### src/rtl/subbytes_seq_pkg.sv
// rtl/subbytes_seq_pkg.sv - AES byte/state types, FSM encoding and GF(2^8) helpers
package subbytes_seq_pkg;

    typedef logic [7:0] aes_byte_t;

    // st[row][col] lands on bits [8*(row*4+col) +: 8] of the flat vector
    typedef aes_byte_t [3:0][3:0] aes_state_t;

    typedef enum logic [1:0] {
        ST_IDLE = 2'd0,
        ST_BUSY = 2'd1,
        ST_DONE = 2'd2
    } fsm_state_t;

    function automatic aes_state_t vec_to_state(input logic [127:0] v);
        return aes_state_t'(v);
    endfunction

    function automatic logic [127:0] state_to_vec(input aes_state_t s);
        return 128'(s);
    endfunction

    // Carry-less multiply reduced by the AES polynomial x^8+x^4+x^3+x+1
    function automatic aes_byte_t gf_mul(input aes_byte_t a, input aes_byte_t b);
        aes_byte_t p;
        aes_byte_t aa;
        aes_byte_t bb;
        p  = 8'h00;
        aa = a;
        bb = b;
        for (int i = 0; i < 8; i++) begin
            if (bb[0]) begin
                p = p ^ aa;
            end
            aa = {aa[6:0], 1'b0} ^ (aa[7] ? 8'h1b : 8'h00);
            bb = {1'b0, bb[7:1]};
        end
        return p;
    endfunction

    // Multiplicative inverse as a^254 = a^2 * a^4 * ... * a^128; maps 0 to 0
    function automatic aes_byte_t gf_inv(input aes_byte_t a);
        aes_byte_t sq;
        aes_byte_t acc;
        sq  = gf_mul(a, a);
        acc = sq;
        for (int i = 2; i < 8; i++) begin
            sq  = gf_mul(sq, sq);
            acc = gf_mul(acc, sq);
        end
        return acc;
    endfunction

endpackage

### src/rtl/subbytes_seq_sbox.sv
// rtl/subbytes_seq_sbox.sv - combinational AES forward sbox (inverse + affine)
module sbox
    import subbytes_seq_pkg::*;
(
    input  logic [7:0] lhs,
    output logic [7:0] o
);

    aes_byte_t inv;

    // Field inverse followed by the affine transform b ^ rotl1..rotl4(b) ^ 0x63
    always_comb begin
        inv = gf_inv(lhs);
        o   = inv
            ^ {inv[6:0], inv[7]}
            ^ {inv[5:0], inv[7:6]}
            ^ {inv[4:0], inv[7:5]}
            ^ {inv[3:0], inv[7:4]}
            ^ 8'h63;
    end

endmodule

### src/rtl/subbytes_seq.sv
// rtl/subbytes_seq.sv - time-multiplexed SubBytes using LANES shared sboxes
module subbytes_seq
    import subbytes_seq_pkg::*;
#(
    parameter int LANES = 4
) (
    input  logic         clk,
    input  logic         rst,
    input  logic [127:0] in_state,
    input  logic         in_valid,
    output logic         in_ready,
    output logic [127:0] out_state,
    output logic         out_valid,
    input  logic         out_ready,
    output logic         busy
);

    localparam int STEPS = 16 / LANES;
    localparam int CNT_W = (STEPS > 1) ? $clog2(STEPS) : 1;

    fsm_state_t       state_q;
    fsm_state_t       state_d;
    logic [CNT_W-1:0] cnt_q;
    logic             cnt_last;
    aes_state_t       src_q;
    logic [127:0]     src_vec;
    logic [127:0]     out_q;
    int               byte_base;
    logic [7:0]       lane_in  [LANES];
    logic [7:0]       lane_out [LANES];

    assign cnt_last  = (cnt_q == CNT_W'(STEPS - 1));
    assign src_vec   = state_to_vec(src_q);
    assign out_state = out_q;

    // First byte handled this cycle; with one step the counter never moves
    always_comb begin
        byte_base = 0;
        if (STEPS > 1) begin
            byte_base = int'(cnt_q) * LANES;
        end
    end

    // Lane mux: lane j reads source byte byte_base+j
    always_comb begin
        for (int j = 0; j < LANES; j++) begin
            lane_in[j] = src_vec[(byte_base + j) * 8 +: 8];
        end
    end

    for (genvar g = 0; g < LANES; g++) begin : g_lane
        sbox u_sbox (
            .lhs (lane_in[g]),
            .o   (lane_out[g])
        );
    end

    // Next-state and handshake outputs
    always_comb begin
        state_d   = state_q;
        in_ready  = 1'b0;
        out_valid = 1'b0;
        busy      = 1'b0;
        case (state_q)
            ST_IDLE: begin
                in_ready = 1'b1;
                if (in_valid) begin
                    state_d = ST_BUSY;
                end
            end
            ST_BUSY: begin
                busy = 1'b1;
                if (cnt_last) begin
                    state_d = ST_DONE;
                end
            end
            ST_DONE: begin
                out_valid = 1'b1;
                if (out_ready) begin
                    state_d = ST_IDLE;
                end
            end
            default: begin
                state_d = ST_IDLE;
            end
        endcase
    end

    // FSM state register
    always_ff @(posedge clk) begin
        if (rst) begin
            state_q <= ST_IDLE;
        end else begin
            state_q <= state_d;
        end
    end

    // Source capture, step counter and lane demux into the result register
    always_ff @(posedge clk) begin
        if (rst) begin
            cnt_q <= '0;
            src_q <= '0;
            out_q <= '0;
        end else begin
            case (state_q)
                ST_IDLE: begin
                    if (in_valid) begin
                        src_q <= vec_to_state(in_state);
                        cnt_q <= '0;
                    end
                end
                ST_BUSY: begin
                    for (int j = 0; j < LANES; j++) begin
                        out_q[(byte_base + j) * 8 +: 8] <= lane_out[j];
                    end
                    cnt_q <= cnt_last ? '0 : cnt_q + CNT_W'(1);
                end
                default: begin
                    cnt_q <= cnt_q;
                end
            endcase
        end
    end

endmodule

### config.mk
export PLATFORM = sky130hd
export DESIGN_NAME = subbytes_seq
export DESIGN_NICKNAME = d
export VERILOG_FILES = /design/src/rtl/subbytes_seq_pkg.sv /design/src/rtl/subbytes_seq_sbox.sv /design/src/rtl/subbytes_seq.sv
export SDC_FILE = /design/constraint.sdc
export NUM_CORES = 2
export LEC_CHECK = 0
export ABC_CLOCK_PERIOD_IN_PS = 15700
export CORE_MARGIN = 1.5
export CORE_UTILIZATION = 25
export DETAILED_ROUTE_END_ITERATION = 8
export PLACE_DENSITY_LB_ADDON = 0.08
export RECOVER_POWER = 100
export SYNTH_ARGS = -nofsm -noshare
export SYNTH_HDL_FRONTEND = slang
export SYNTH_SLANG_ARGS = --single-unit
### constraint.sdc
create_clock -name clk -period 15.7 [get_ports clk]
set_clock_uncertainty 0.05 [all_clocks]
set_input_delay 1.57 -clock clk [delete_from_list [all_inputs] [get_ports clk]]
set_output_delay 1.57 -clock clk [all_outputs]
set_load 0.02 [all_outputs]
# Word-level counts from Yosys, hierarchy flattened
# Cells that the tools add are included.
# totals
inputBits,132
reg_bits,260
wordCells,1536
# classes
eq_ne,6
addsub,8
bitwise_logic,720
n_mux,766
shifts,12
n_reduce_logical,5
# op_table
operator,count
$xor 8x8->8,716
$mux 8,416
$mux 5,336
$bwmux 128,4
$shift 8x33->128 const A,4
$shiftx 8x33->128,4
$shiftx 128x32->8,3
$shiftx 128x8->8,1
$neg 8->33,3
$neg 7->33,1
$not 4->4,4
$add 4x2->5 const B,2
$mux 2,5
$ne 2x2->1 const B,3
$pmux 2 s3,1
$add 4x1->5 const B,1
$eq 2x2->1 const B,2
$pmux 2 s2,1
$reduce_and 2->1,2
$mux 1,3
$reduce_and 3->1,1
$add 2x1->2 const B,1
$eq 2x1->1 const B,1
$logic_not 2->1,1
$reduce_bool 2->1,1

# Depth between registers and ports, before layout
# logic_depth
ltp_word,138
depth_mapped,65
mapped_depth_nobuf,52

# By module
# From an unflattened synthesis, not the netlist that was laid out.
# hier_totals
cells_unflattened,9021
area_unflattened_um2,70894.2
# modules_own_cells
mod,cells_per_inst,seq_area_each_um2,area_per_inst_um2,n_inst
sbox (g_lane[1].u_sbox ...),1942,0.0,15220.8,3
sbox (g_lane[0].u_sbox),1996,0.0,14960.6,1
subbytes_seq,1199,5205.0,10271.1,1

# Least setup slack after synthesis
# Ideal clock, no wire load.
# synth_path
kind,register -> register
start,reg cnt_q[0]
end,reg out_q[100] (netlist: out_state[100])
period_less_slack_ns,16.339
path_stages_with_launch,65
arrival_ns,16.173
n_path_buf,14
slack_ns,-0.639
required_ns,15.533
cell_sequence,dfxtp_1 buf_6 buf_12 mux4_2 ha_1 nand2_1 xnor2_1 clkinv_1 clkbuf_1 buf_1 ha_1 clkbuf_1 nand2_1 xnor2_1 nor2_1 or2_2 clkbuf_1 inv_1 [... 29 more ...] o311ai_0 mux2i_1 o311ai_1 or3_4 and2_1 buf_2 nor2_1 xnor2_1 xnor3_1 buf_4 nor2_1 xor2_1 o21ai_1 a221oi_2 xnor3_1 xor2_2 xnor3_1 a22o_1
# synth_between
elab_chain_cells,135
word_cells_on_any_way,1495
classes_between,add/sub (7); shift (12); mux (756); bitwise (720)
# synth_rtl
item,line_no,source
start: declaration,subbytes_seq.sv:23,logic [CNT_W-1:0] cnt_q;
start signal: assignment,subbytes_seq.sv:116,cnt_q <= cnt_last ? '0 : cnt_q + CNT_W'(1);
start signal: assignment,subbytes_seq.sv:119,cnt_q <= cnt_q;
$add 4x1->5 / $shiftx 128x8->8 (equally long branches),"subbytes_seq.sv:47, subbytes_seq.sv:114",
$shiftx 128x32->8 (tied with other cells),subbytes_seq.sv:47,lane_in[j] = src_vec[(byte_base + j) * 8 +: 8];
$mux 5 (tied with other cells),subbytes_seq_pkg.sv:35,"aa = {aa[6:0], 1'b0} ^ (aa[7] ? 8'h1b : 8'h00);"
$xor 8x8->8 (tied with other cells),subbytes_seq_pkg.sv:35,
$xor 8x8->8 / $mux 8 (equally long branches),"subbytes_seq_pkg.sv:33, subbytes_seq_pkg.sv:32",
$mux 8 / $xor 8x8->8 (equally long branches),"subbytes_seq_pkg.sv:32, subbytes_seq_pkg.sv:33",
$xor 8x8->8 / $mux 8 (equally long branches),"subbytes_seq_pkg.sv:33, subbytes_seq_pkg.sv:32",
$mux 8 / $xor 8x8->8 (equally long branches),"subbytes_seq_pkg.sv:32, subbytes_seq_pkg.sv:33",
[... 118 more ...],--,
"$xor 8x8->8, on equally long branches","subbytes_seq_sbox.sv:15, subbytes_seq_sbox.sv:16",
"$xor 8x8->8, on equally long branches","subbytes_seq_sbox.sv:16, subbytes_seq_sbox.sv:17",
"$xor 8x8->8, on equally long branches","subbytes_seq_sbox.sv:17, subbytes_seq_sbox.sv:18",
$xor 8x8->8 / $not 4->4 (equally long branches),--,
$not 4->4 (no source line) / $shiftx 8x33->128 (equally long branches),--,
$shiftx 8x33->128 / $bwmux 128 (equally long branches),subbytes_seq.sv:114,out_q[(byte_base + j) * 8 +: 8] <= lane_out[j];
$bwmux 128 (2 in series),subbytes_seq.sv:114,
$bwmux 128 (*),subbytes_seq.sv:114,
end signal: indexed assignment,subbytes_seq.sv:114,
end: declaration,subbytes_seq.sv:27,logic [127:0] out_q;
# Every way passes the cells marked *; elsewhere a longest branch is shown, timed or not.
# A chain may end at the register's enable or synchronous reset.

# Worst setup path in the final report
# layout_path
start,reg cnt_q[0]
end,reg out_q[71] (netlist: out_state[71])
# The elaborated chain is that of the path after synthesis.

==> summary.md <==
| Metric | Value |
|---|---|
| H-tree lvl count | 1 |
| Unique masters post-synth | 126 |
| Max FO, Critical Path | 13 |
| Number of rows created at floorplan | ~190 |
| Total negative slack | 0 ns |
| Capturing element of the worst setup path | out_state[71]$_SDFFE_PP0P_ |
| Mapped Area | around 64,000 um2 |
| Worst setup path startpoint | cnt_q[0]$_SDFFE_PP0P_ |
| Average detailed-routed wire length per instance | 20.08 um |
| Antenna violations before repair | 1 |
| Data arrival time of the worst path | 15.45 ns |
| Violations in the final reports | max-capacitance violations, max-slew violations |
| Startpoint of the lowest-slack register-to-register path | cnt_q[0]$_SDFFE_PP0P_ |
| End of the worst register-to-register path | out_state[71]$_SDFFE_PP0P_ |
| Achievable Freq | ~67 MHz |
| Number of nets produced by synthesis | 8,428 |
| Net count, final | 8,894 |
| Global placer's final weighted congestion | 0.8341 |
| Period minus WS final | 14.98 ns |
| First-pass GRT wire length | 374,400 um |
| Core area | 254,600 um2 |
| Crit-path max cell delay | 0.53 ns |
| Gr ovfl total | 0 |
| Drt drc | 0 |
| Clock network latency to the later pin of the worst-skew pair | 0.62 ns |
| Post-Route WL | 243,400 um |
| Clock tree from TritonCTS | yes |
| Leading post-synthesis cells by cell area | sky130_fd_sc_hd__xnor2_1, sky130_fd_sc_hd__xnor3_1, sky130_fd_sc_hd__dfxtp_1 |
| Number of flops mapped to enable cells by yosys | 0 |
| Most used flip-flop cell after synthesis | sky130_fd_sc_hd__dfxtp_1 |
| Result of the run | complete, but fails checks |
| Pin count of the biggest net entering global routing | 91 |
| Worst Path Required | 16.17 ns |
| Count of synthesis-stage warnings from yosys | 0 |
| Number of cells on the worst reg-to-reg path | 53 |
| Worst-case clock buffer depth | 3 |
| Max Cap Violations | 4 |
| Number of failing setup endpoints in the final timing report | 0 |
| Average size of a mapped cell | 7.757 um2 |
| Origin of the worst min-delay path | src_q[96]$_SDFFE_PP0P_ |
| Relative slew margins | -1.745 |
| Largest area contributor in the netlist | sky130_fd_sc_hd__xnor2_1 |
| Worst Setup Path Type | reg -> reg |
| Die width | 509.5 um |
| First drt pass iteration count | 6 |
| Hold violation total from the final report | 0 |
| Number of standard cells in the layout, taps in and fillers out | 12,130 |
| Endpoint type of the worst setup path | register |
| Worst setup slack after placement | -0.5031 ns |
| Floorplan die height | 509.5 um |
| Critical Path Most Common Cell | sky130_fd_sc_hd__xnor2_1 |
| Fraction of synthesis flops using an asynchronous set or reset pin | 0 |
| All-layer global routing usage | 0.1819 |
| Seq/Total Area, Yosys | 0.08115 |
| Actual transition at the worst max-transition pin | 4.117 ns |
| Clock buffers created by TritonCTS | 30 |
| Via-per-instance ratio | 4.927 |
| Number of input and output port buffers inserted | 262 |
| Critical-path top delay cell | sky130_fd_sc_hd__mux4_2 |
| Cell Count Post-Placement | 11,960 |
| FF-to-FF setup slack | between 0.7 and 0.8 ns |
| Tcrit/Tclk final | 0.9541 |
| Top cell type's share of synthesized area | 0.2014 |
| Number of global-route vias before repair | 58,900 |
| Via Count | between 50,000 and 60,000 |
| Max-slew violations | 222 |
| Detailed Place HPWL | 186,600 um |
| Cells after synthesis | 8,269 |
| Final Worst Setup Slack | 0.7211 ns |
| Starting DRT DRC Count | 4,143 |
| Register bit total from synthesis | 260 |
| Layout Utilization | 0.3032 |
| Number of I/O pins | 263 |
| Number of routed nets with antenna violations | 0 |
| Initial cell density of the core | 0.2519 |
| Die area | 259,600 um2 |
| Sinks on the clock net | 260 |
| Ratio of cells with drive above 1 in the final layout | 0.1652 |
| Clock root buffer master | sky130_fd_sc_hd__clkbuf_16 |
| Area Overhead vs Synth | 20.38% |
| Startpoint Class | register |
| Worst hold-check path type | reg -> reg |
| Clock-pin slew on the worst setup and hold paths | 0.06 ns |
| CTS hold repair buffers | 0 |
## critical path, delay by kind of cell (launching register included)
family	cells	cell delay [ns]
xor gates and xnor gates	18	5.12
and+or+nand+nor	14	3.82
AOI/OAI and AO/OA	12	2.82
muxes	3	1.15
adders and majority gates	3	0.97
buffers and inverters	3	0.50
DFF	1	0.42
## repair_timing
item                                    4_1_cts  5_1_grt
endpoints found under the setup margin       60      128
pin swaps                                     3       60
gates resized for setup                      28      218
setup buffers                                 5      102
## cell families after synthesis
kind of cell | Yosys count | synth area share
DFF | 260 | 0.08115
AOI/OAI and AO/OA | 1684 | 0.1731
adders and majority gates | 31 | 0.005891
muxes | 268 | 0.05002
and+or+nand+nor | 2889 | 0.1962
xor gates and xnor gates | 2483 | 0.4493
buffers and inverters | 654 | 0.04430
## metrics by stage
stage | instance area (um2) | hold WS (ns)
floorplan | 64180 | 0.3831
global placement | 73910 | 0.3929
detailed placement | 73910 | 0.3965
CTS | 75140 | 0.4050
global route | 77210 | 0.4183
finish | 77210 | 0.4031
## flip-flops by register name, summed over array words and instances, names as in the netlist
name,cells
src_q,128
cnt_q,2
state_q,2
out_state,128
## layout by cell type (no fill, tap or decap), types with 35 or more instances in the layout
master                            synthesis  layout
sky130_fd_sc_hd__mux2_2                  52      52
sky130_fd_sc_hd__dlygate4sd3_1            0     132
sky130_fd_sc_hd__mux2i_1                176     172
sky130_fd_sc_hd__nand2b_1                68      68
sky130_fd_sc_hd__o21ai_0                306     302
sky130_fd_sc_hd__o211ai_1                65      65
sky130_fd_sc_hd__inv_1                   71      71
sky130_fd_sc_hd__clkdlybuf4s50_1          0     129
sky130_fd_sc_hd__a31oi_1                 60      58
sky130_fd_sc_hd__nor2_1                1081    1071
sky130_fd_sc_hd__a21oi_1                494     486
sky130_fd_sc_hd__xnor3_2                 29      58
sky130_fd_sc_hd__xnor2_4                 27      49
sky130_fd_sc_hd__nor2b_1                 59      58
sky130_fd_sc_hd__o22ai_1                 98      95
sky130_fd_sc_hd__dfxtp_1                260     258
sky130_fd_sc_hd__or3_1                   35      35
sky130_fd_sc_hd__xnor2_1               1475    1357
sky130_fd_sc_hd__xor2_2                  35      61
sky130_fd_sc_hd__a22oi_1                 50      47
sky130_fd_sc_hd__o21ai_1                 41      43
sky130_fd_sc_hd__a211oi_1                79      73
sky130_fd_sc_hd__xnor3_1                316     285
sky130_fd_sc_hd__and2_1                  55      51
sky130_fd_sc_hd__and3_1                  52      51
sky130_fd_sc_hd__nor3_1                 193     191
sky130_fd_sc_hd__nand3_1                165     163
sky130_fd_sc_hd__buf_4                   29     717
sky130_fd_sc_hd__xor2_1                 451     410
sky130_fd_sc_hd__xnor2_2                103     199
sky130_fd_sc_hd__a22o_1                 136     136
sky130_fd_sc_hd__nand2_1               1008    1006
## worst min-delay path by stage
| stage | endpoint | slack, ns | depth (start not counted) |
|---|---|---|---|
| 5_1_grt | src_q[105]$_SDFFE_PP0P_ | 0.42 | 2 |
| 6_report | src_q[96]$_SDFFE_PP0P_ | 0.40 | 2 |
| 2_1_floorplan | src_q[64]$_SDFFE_PP0P_ | 0.38 | 2 |
| 3_5_place_dp | src_q[79]$_SDFFE_PP0P_ | 0.40 | 2 |
| 4_1_cts | src_q[107]$_SDFFE_PP0P_ | 0.40 | 2 |
| 3_3_place_gp | src_q[116]$_SDFFE_PP0P_ | 0.39 | 2 |
## cells in the mapped netlist (all sizes together), types with 55 or more instances
cell type	instances
a211oi	84
a21oi	497
a22o	136
a22oi	55
a31oi	60
and2	58
buf	216
clkbuf	351
dfxtp	260
inv	78
mux2i	180
nand2	1011
nand2b	68
nand3	165
nor2	1091
nor2b	59
nor3	196
o211ai	66
o21ai	348
o22ai	99
xnor2	1605
xnor3	345
xor2	494
## area by class of cell
| type | count | area [um2] |
|---|---|---|
| antenna | 1 | 2.502 |
| clock buffer | 39 | 835.8 |
| clock inverter | 16 | 195.2 |
| fill | 27470 | 177400 |
| inverter | 87 | 326.6 |
| multi-input combinational | 7355 | 58080 |
| sequential | 260 | 5210 |
| tap | 3366 | 4212 |
| timing repair buffer | 1001 | 8348 |
## metal layers
metal,track usage,vias up,wire (um)
li1,-,29370,-
met1,0.2509,29210,115100
met2,0.3157,1015,118200
met3,0.006982,146,5993
met4,0.03345,0,4077
met5,0,-,0
Power is not shown: default switching activity piles up to over one toggle a cycle in this logic, so the estimate is an artifact.
